`config.mk`:
```
export PLATFORM = sky130hd
export DESIGN_NAME = mux_scan_ctrl_flat
export DESIGN_NICKNAME = d
export VERILOG_FILES = /design/src/rtl/mux_scan_pkg.sv /design/src/rtl/mux_scan_ctrl_if.sv /design/src/rtl/mux_scan_dwell_cnt.sv /design/src/rtl/mux_scan_ctrl.sv /design/src/flat_wrapper.sv
export SDC_FILE = /design/constraint.sdc
export NUM_CORES = 1
export LEC_CHECK = 0
export CORE_ASPECT_RATIO = 1.1
export CORE_MARGIN = 2
export CORE_UTILIZATION = 34
export DETAILED_ROUTE_END_ITERATION = 8
export PLACE_DENSITY_LB_ADDON = 0.1
export SYNTH_ARGS = -nofsm -noshare
export SYNTH_HDL_FRONTEND = slang
export SYNTH_SLANG_ARGS = --single-unit
```
`constraint.sdc`:
```
create_clock -name clk -period 2.2 [get_ports clk]
set_input_delay 0.44 -clock clk [delete_from_list [all_inputs] [get_ports clk]]
set_output_delay 0.44 -clock clk [all_outputs]
set_load 0.02 [all_outputs]
```
`src/rtl/mux_scan_pkg.sv`:
```
// mux_scan_pkg: shared states, geometry and counter-width helper for the mux scan controller
package mux_scan_pkg;
  typedef enum logic [1:0] {IDLE = 2'd0, SCAN = 2'd1, VALID = 2'd2} state_t;
  localparam int NUM_BANKS = 4;
  localparam int LANES     = 4;
  localparam int FRAME_W   = 16;
  localparam int DWELL_MAX = 16;
  function automatic int cnt_w(input int d);
    return d > 1 ? $clog2(d) : 1;
  endfunction
endpackage

```
`src/rtl/mux_scan_ctrl_if.sv`:
```
// mux_scan_ctrl_if: scan-controller bus; frame_parity exists only with SCAN_PARITY_EN
interface mux_scan_ctrl_if;
  logic        start;
  logic [1:0]  selector;
  logic        y0, y1, y2, y3;
  logic [15:0] frame;
  logic        frame_valid;
  logic        frame_ready;
  logic        busy;
`ifdef SCAN_PARITY_EN
  logic        frame_parity;
`endif
  modport slave (
    input  start, y0, y1, y2, y3, frame_ready,
    output selector, frame, frame_valid, busy
`ifdef SCAN_PARITY_EN
    , frame_parity
`endif
  );
  modport master (
    output start, y0, y1, y2, y3, frame_ready,
    input  selector, frame, frame_valid, busy
`ifdef SCAN_PARITY_EN
    , frame_parity
`endif
  );
endinterface

```
`src/rtl/mux_scan_dwell_cnt.sv`:
```
// mux_scan_dwell_cnt: per-bank dwell counter with bank index and last-cycle strobe
module mux_scan_dwell_cnt
  import mux_scan_pkg::*;
#(
  parameter int DWELL = 1
) (
  input  logic                         clk,
  input  logic                         rst,
  input  logic                         i_clr,
  input  logic                         i_en,
  output logic [$clog2(NUM_BANKS)-1:0] o_bank,
  output logic                         o_last
);
  localparam int CW = cnt_w(DWELL);
  logic [CW-1:0]                r_dwell;
  logic [$clog2(NUM_BANKS)-1:0] r_bank;
  assign o_bank = r_bank;
  assign o_last = i_en && r_dwell == CW'(DWELL - 1);
  // bank only rolls over on the final capture, which also ends the scan
  always_ff @(posedge clk) begin
    if (rst || i_clr) begin
      r_dwell <= '0;
      r_bank  <= '0;
    end else if (o_last) begin
      r_dwell <= '0;
      r_bank  <= r_bank + 1'b1;
    end else if (i_en) begin
      r_dwell <= r_dwell + 1'b1;
    end
  end
endmodule

```
`src/rtl/mux_scan_ctrl.sv`:
```
// mux_scan_ctrl: scans four mux banks into a 16-bit frame with valid/ready output
// SCAN_PARITY_EN adds a registered frame_parity output
module mux_scan_ctrl
  import mux_scan_pkg::*;
#(
  parameter int DWELL = 1
) (
  input logic            clk,
  input logic            rst,
  mux_scan_ctrl_if.slave bus
);
  localparam logic [1:0] ST_IDLE  = IDLE;
  localparam logic [1:0] ST_SCAN  = SCAN;
  localparam logic [1:0] ST_VALID = VALID;
  logic [1:0]         r_state, w_next, w_bank;
  logic               w_last, w_hs, w_clr;
  logic [FRAME_W-1:0] r_frame, w_frame;
  assign w_hs  = r_state == ST_VALID && bus.frame_ready;
  assign w_clr = bus.start && (r_state == ST_IDLE || w_hs);
  mux_scan_dwell_cnt #(.DWELL(DWELL)) u_cnt (
    .clk    (clk),
    .rst    (rst),
    .i_clr  (w_clr),
    .i_en   (r_state == ST_SCAN),
    .o_bank (w_bank),
    .o_last (w_last)
  );
  always_comb begin
    w_next = r_state == ST_IDLE ? (bus.start ? ST_SCAN : ST_IDLE) :
             r_state == ST_SCAN ? (w_last && w_bank == 2'd3 ? ST_VALID : ST_SCAN) :
             w_hs               ? (bus.start ? ST_SCAN : ST_IDLE) : ST_VALID;
    w_frame = r_frame;
    if (w_last) w_frame[w_bank*LANES +: LANES] = {bus.y3, bus.y2, bus.y1, bus.y0};
  end
  always_ff @(posedge clk) begin
    if (rst) begin
      r_state <= ST_IDLE;
      r_frame <= '0;
    end else begin
      r_state <= w_next;
      r_frame <= w_frame;
    end
  end
`ifdef SCAN_PARITY_EN
  logic r_parity;
  always_ff @(posedge clk) r_parity <= rst ? 1'b0 : ^w_frame;
  assign bus.frame_parity = r_parity;
`endif
  assign bus.selector    = r_state == ST_SCAN ? w_bank : 2'd0;
  assign bus.frame       = r_frame;
  assign bus.frame_valid = r_state == ST_VALID;
  assign bus.busy        = r_state != ST_IDLE;
endmodule

```
`src/flat_wrapper.sv`:
```
// flat-port wrapper written by rule: the top's interface ports become plain ports
module mux_scan_ctrl_flat import mux_scan_pkg::*;
#(
  parameter int DWELL = 1
)
  (clk, rst, bus_start, bus_y0, bus_y1, bus_y2, bus_y3, bus_frame_ready, bus_selector, bus_frame, bus_frame_valid, bus_busy);
  mux_scan_ctrl_if bus_i ();
  input logic clk;
  input logic rst;
  input wire logic [$bits(bus_i.start)-1:0] bus_start;
  input wire logic [$bits(bus_i.y0)-1:0] bus_y0;
  input wire logic [$bits(bus_i.y1)-1:0] bus_y1;
  input wire logic [$bits(bus_i.y2)-1:0] bus_y2;
  input wire logic [$bits(bus_i.y3)-1:0] bus_y3;
  input wire logic [$bits(bus_i.frame_ready)-1:0] bus_frame_ready;
  output wire logic [$bits(bus_i.selector)-1:0] bus_selector;
  output wire logic [$bits(bus_i.frame)-1:0] bus_frame;
  output wire logic [$bits(bus_i.frame_valid)-1:0] bus_frame_valid;
  output wire logic [$bits(bus_i.busy)-1:0] bus_busy;
  assign bus_i.start = bus_start;
  assign bus_i.y0 = bus_y0;
  assign bus_i.y1 = bus_y1;
  assign bus_i.y2 = bus_y2;
  assign bus_i.y3 = bus_y3;
  assign bus_i.frame_ready = bus_frame_ready;
  assign bus_selector = bus_i.selector;
  assign bus_frame = bus_i.frame;
  assign bus_frame_valid = bus_i.frame_valid;
  assign bus_busy = bus_i.busy;
  mux_scan_ctrl #(.DWELL(DWELL)) u_core (.clk(clk), .rst(rst), .bus(bus_i));
endmodule
```
==> impl_summary.txt, run 1 <==
----------------------------------------------------
[Timing]
  Share of the cycle needed by the critical path after routing ... 0.906
  Number of hold-slack violations in the final timing report ... 0
  Worst Tran Pin Value ... 0.468 ns
  Worst slew margin ... 0.684
  Worst hold slack ... 0.460 ns
  Setup tns final ... 0 ns
  Worst Clk Skew ... 0.00241 ns
  Number of failing setup endpoints in the final timing report ... 0
  RSZ-0062 raised after global routing ... no
  Final max-slew violation count ... 0
  Maximum clock rate ... 0.502 GHz
  Minimum clock period ... roughly 2 ns

[Route]
  Vias/cell ... 5.08
  Number of vias in the routed layout ... around 900
  Per-cell routed wire length ... approximately 13 um
  Length of the first detailed-routing pass in iterations ... 4
  Routed Wire Length ... 2260 um
  Iter 0 DRT Violations ... 15
  Count of unresolved DRC violations after routing ... 0
  Number of routed nets with antenna violations ... 0

[Yosys]
  Synth area leaders ... sky130_fd_sc_hd__dfxtp_1, sky130_fd_sc_hd__a21oi_1, sky130_fd_sc_hd__nand4_1
  Dominant synthesized flop cell ... sky130_fd_sc_hd__dfxtp_1
  Yosys synthesis warning count ... 0
  Register bit count reported by yosys ... 21
  Fraction of synthesized cell area in xor and xnor cells ... 0.00859
  Share of the synthesized area in the top cell type ... 0.412
  Share of the yosys chip area belonging to registers ... 0.412
  Largest family of logic cells by synthesized area ... simple AND/OR/NAND/NOR gates
  Number of enable flip-flop cells after synthesis ... 0
  Area fraction in and, or, nand and nor cells after synthesis ... 0.348
  Share of flip-flops with an asynchronous set or reset after synthesis ... 0
  Syn Inst Count ... 117
  Netlist cell types ... 28
  Combined area of all synthesized cells ... 1020 sq um
  Total nets after synthesis ... 130
  Arithmetic-cell share of the synthesized area counting full adders, half adders and majority gates ... 0.0613
  Fraction of the mapped netlist area in compound gates ... 0.107
  Synth Area per Inst ... between 8 and 9 sq um
  Post-synthesis mux area share ... 0.00982
  Area leader, netlist ... sky130_fd_sc_hd__dfxtp_1

[Finish]
  Leading cell types in the layout, fill and taps excluded ... sky130_fd_sc_hd__clkdlybuf4s50_1, sky130_fd_sc_hd__dfxtp_1, sky130_fd_sc_hd__a21oi_1, sky130_fd_sc_hd__nand2_1, sky130_fd_sc_hd__nand4_1
  Register area ... 422 sq um
  Final-layout fill cell count ... around 290
  Layout area overhead ... 32.6%
  Net total in the final layout ... 159
  Ratio of cells with drive above 1 in the final layout ... 0.0759
  Multi-input logic area ... between 500 and 600 sq um
  Most common cell after layout, fill and taps aside ... sky130_fd_sc_hd__clkdlybuf4s50_1
  Antenna fix cells ... 0

[Worst setup path]
  Critical path class ... flop to output pin
  CP required ... 1.76 ns
  Kind of start point of the critical path ... flop
  Arrival @ worst endpoint ... about 1.6 ns
  Endpoint of the lowest-slack register-to-register path ... u_core.bus.frame[8]
  Ordered list of cells on the worst path ... or2_2 > clkdlybuf4s50_1
  Worst reg2reg path startpoint ... u_core.u_cnt.o_bank[1]
  Highest net fanout along the worst path ... 14
  Critical path's slowest cell ... sky130_fd_sc_hd__clkdlybuf4s50_1
  Setup slack, reg-to-reg ... 0.56 ns
  Worst R2R Path Depth ... 5
  Slowest stage delay, CP ... 0.54 ns
  Family with the most delay on the worst path ... buffers and inverters
  Worst setup EP type ... output pin
  Buf/Inv on CP ... 1

[Clock tree]
  Hold-fix buffers at CTS ... 0
  Root buffer selected by CTS ... sky130_fd_sc_hd__clkbuf_4
  Number of buffers between clock root and the deepest sink ... 2
  Skew-Pair Late Insertion Delay ... 0.30 ns
  # Post-CTS Setup Buffers ... 0
  Number of sinks driven by the clock tree ... 21
  Clock tree from TritonCTS ... built
  Post-CTS clock slew at the launch and capture registers of the worst setup and hold paths ... approximately 0.12 ns
  CTS H-tree lvls ... 1
  Total CTS buffers ... 3

[Worst hold path]
  Worst hold-check path type ... flop to flop
  Hold Path End ... u_core.bus.frame[2]
  Worst hold stages ... 2
  Worst Min Path Start ... u_core.bus.frame[2]

[Placed design]
  Port-buffer cells ... 27
  Global placement routability congestion ... 0.791
  DPL Wire Length ... 1720 um

[Floorplan]
  Die Height ... between 60 and 70 um
  Area enclosed by the die boundary ... approximately 3500 sq um
  I/O pin count ... 28
  Number of placement rows ... 20
  Initial standard-cell utilization of the core ... 0.364
  Chip Width ... approximately 56 um
  Placeable core region ... 2800 sq um

[Global route]
  Largest net degree at the start of global routing ... 19
  All-Layer GR Usage ... 0.136
  Wire length of the first global-routing pass ... about 3600 um
  Number of antenna violations at the first check in global routing ... 0
  Congestion Overflow GR ... 0
  Vias in the first global route ... roughly 840

[Pwr]
  Total power divided by cell area ... 511 nW/um^2
  Leakage power ... 0.506 nW
  Peak supply drop ... 0.326 mV

[Run status]
  Outcome ... finished clean

[Run]
  MaxCap Viol Count ... 0

----------------------------------------------------
==> per-layer routing <==
layer	vias to the layer above	global-route usage	wire, um	share of wire
li1	474	-	-	-
met1	403	0.163	1060	0.47
met2	22	0.239	1060	0.47
met3	5	0.0231	106	0.047
met4	0	0.0714	37	0.016
met5	-	0	0	0
==> flip-flops by register name, summed over array words and instances, names as in the netlist <==
| signal | count |
|---|---|
| u_core.u_cnt.o_bank | 2 |
| u_core.r_state | 2 |
| u_core.u_cnt.r_dwell | 1 |
| u_core.bus.frame | 16 |
==> kinds of logic after synthesis <==
logic type,count (synthesis)
simple gates,57
compound gates,21
flops,21
buf+inv,11
fa+ha+maj,5
xor+xnor,1
mux,1
==> how the worst max path moves through the flow <==
stage                     cells after the start                   start  slack (ns)              endpoint
final                                         2       u_core.r_state[0]        0.21              bus_busy
after global routing                          2       u_core.r_state[0]        0.15              bus_busy
after CTS                                     3       u_core.r_state[0]        0.02       bus_selector[0]
after detailed placement                      3       u_core.r_state[0]        0.25       bus_selector[0]
after global placement                        3       u_core.r_state[0]        0.32       bus_selector[1]
after floorplan                               6  u_core.u_cnt.o_bank[0]        0.54  u_core.bus.frame[11]
==> Yosys cell counts (2+ instances only) <==
master	n
sky130_fd_sc_hd__nor3_1	2
sky130_fd_sc_hd__o21ai_0	2
sky130_fd_sc_hd__nand4bb_1	4
sky130_fd_sc_hd__inv_1	5
sky130_fd_sc_hd__and4bb_1	4
sky130_fd_sc_hd__dfxtp_1	21
sky130_fd_sc_hd__nor2b_1	3
sky130_fd_sc_hd__nor2_1	4
sky130_fd_sc_hd__nand4_1	11
sky130_fd_sc_hd__a21oi_1	18
sky130_fd_sc_hd__nand2_1	16
sky130_fd_sc_hd__nand3_1	6
sky130_fd_sc_hd__ha_1	5
sky130_fd_sc_hd__clkbuf_1	2
==> worst min-delay path: cells and delay by family, from the launching register on <==
family | cells | cell delay, ns
flip-flops | 1 | 0.33
AND/OR/NAND/NOR | 1 | 0.05
AO/OA/AOI/OAI | 1 | 0.05
==> through the flow <==
| stage | utilization | cells | area [sq um] | power [mW] | setup WS, ns |
|---|---|---|---|---|---|
| 6_report | 0.483 | 178 | 1350 | 0.691 | 0.207 |
| 5_1_grt | 0.483 | 178 | 1350 | 0.720 | 0.154 |
| 4_1_cts | 0.481 | 178 | 1350 | 0.701 | 0.0213 |
| 3_5_place_dp | 0.471 | 174 | 1320 | 0.513 | 0.255 |
| 3_3_place_gp | 0.471 | 174 | 1320 | 0.511 | 0.315 |
| 2_1_floorplan | - | 117 | 1020 | 0.470 | 0.543 |
==> power breakdown <==
group          leakage [nW]  internal (mW)  switching [mW]  total, mW
sequential            0.170          0.389         0.00794      0.397
combinational         0.318         0.0488          0.0586      0.107
clock                0.0177         0.0679           0.119      0.187
total                 0.506          0.506           0.186      0.691
==> layout make-up <==
cell class,count,area share
Inverter,5,0.0139
Clock inverter,1,0.00370
Clock buffer,3,0.0167
Multi-Input combinational cell,85,0.403
Sequential cell,21,0.312
Tap cell,33,0.0305
Timing Repair Buffer,30,0.220
==> what timing repair did <==
item                       4_1_cts  5_1_grt
hold endpoints to repair         0        0
gates cloned                     0        0
setup endpoints to repair        2        2
resized for setup                1        2
Power figures use the tool's default switching activity.
==> run 2, diff against run 1 <==
--- a/config.mk
+++ b/config.mk
@@ -13,3 +13,4 @@
 export SYNTH_ARGS = -nofsm -noshare
 export SYNTH_HDL_FRONTEND = slang
 export SYNTH_SLANG_ARGS = --single-unit
+export TNS_END_PERCENT = 100
==> results of run 2 <==
Final layout, timing and power as in run 1 (identical DEF).
==> run 3, diff against run 2 <==
--- a/config.mk
+++ b/config.mk
@@ -5,6 +5,7 @@
 export SDC_FILE = /design/constraint.sdc
 export NUM_CORES = 1
 export LEC_CHECK = 0
+export ABC_CLOCK_PERIOD_IN_PS = 2200
 export CORE_ASPECT_RATIO = 1.1
 export CORE_MARGIN = 2
 export CORE_UTILIZATION = 34
==> results of run 3 <==
Final layout, timing and power as in run 1 (identical DEF).
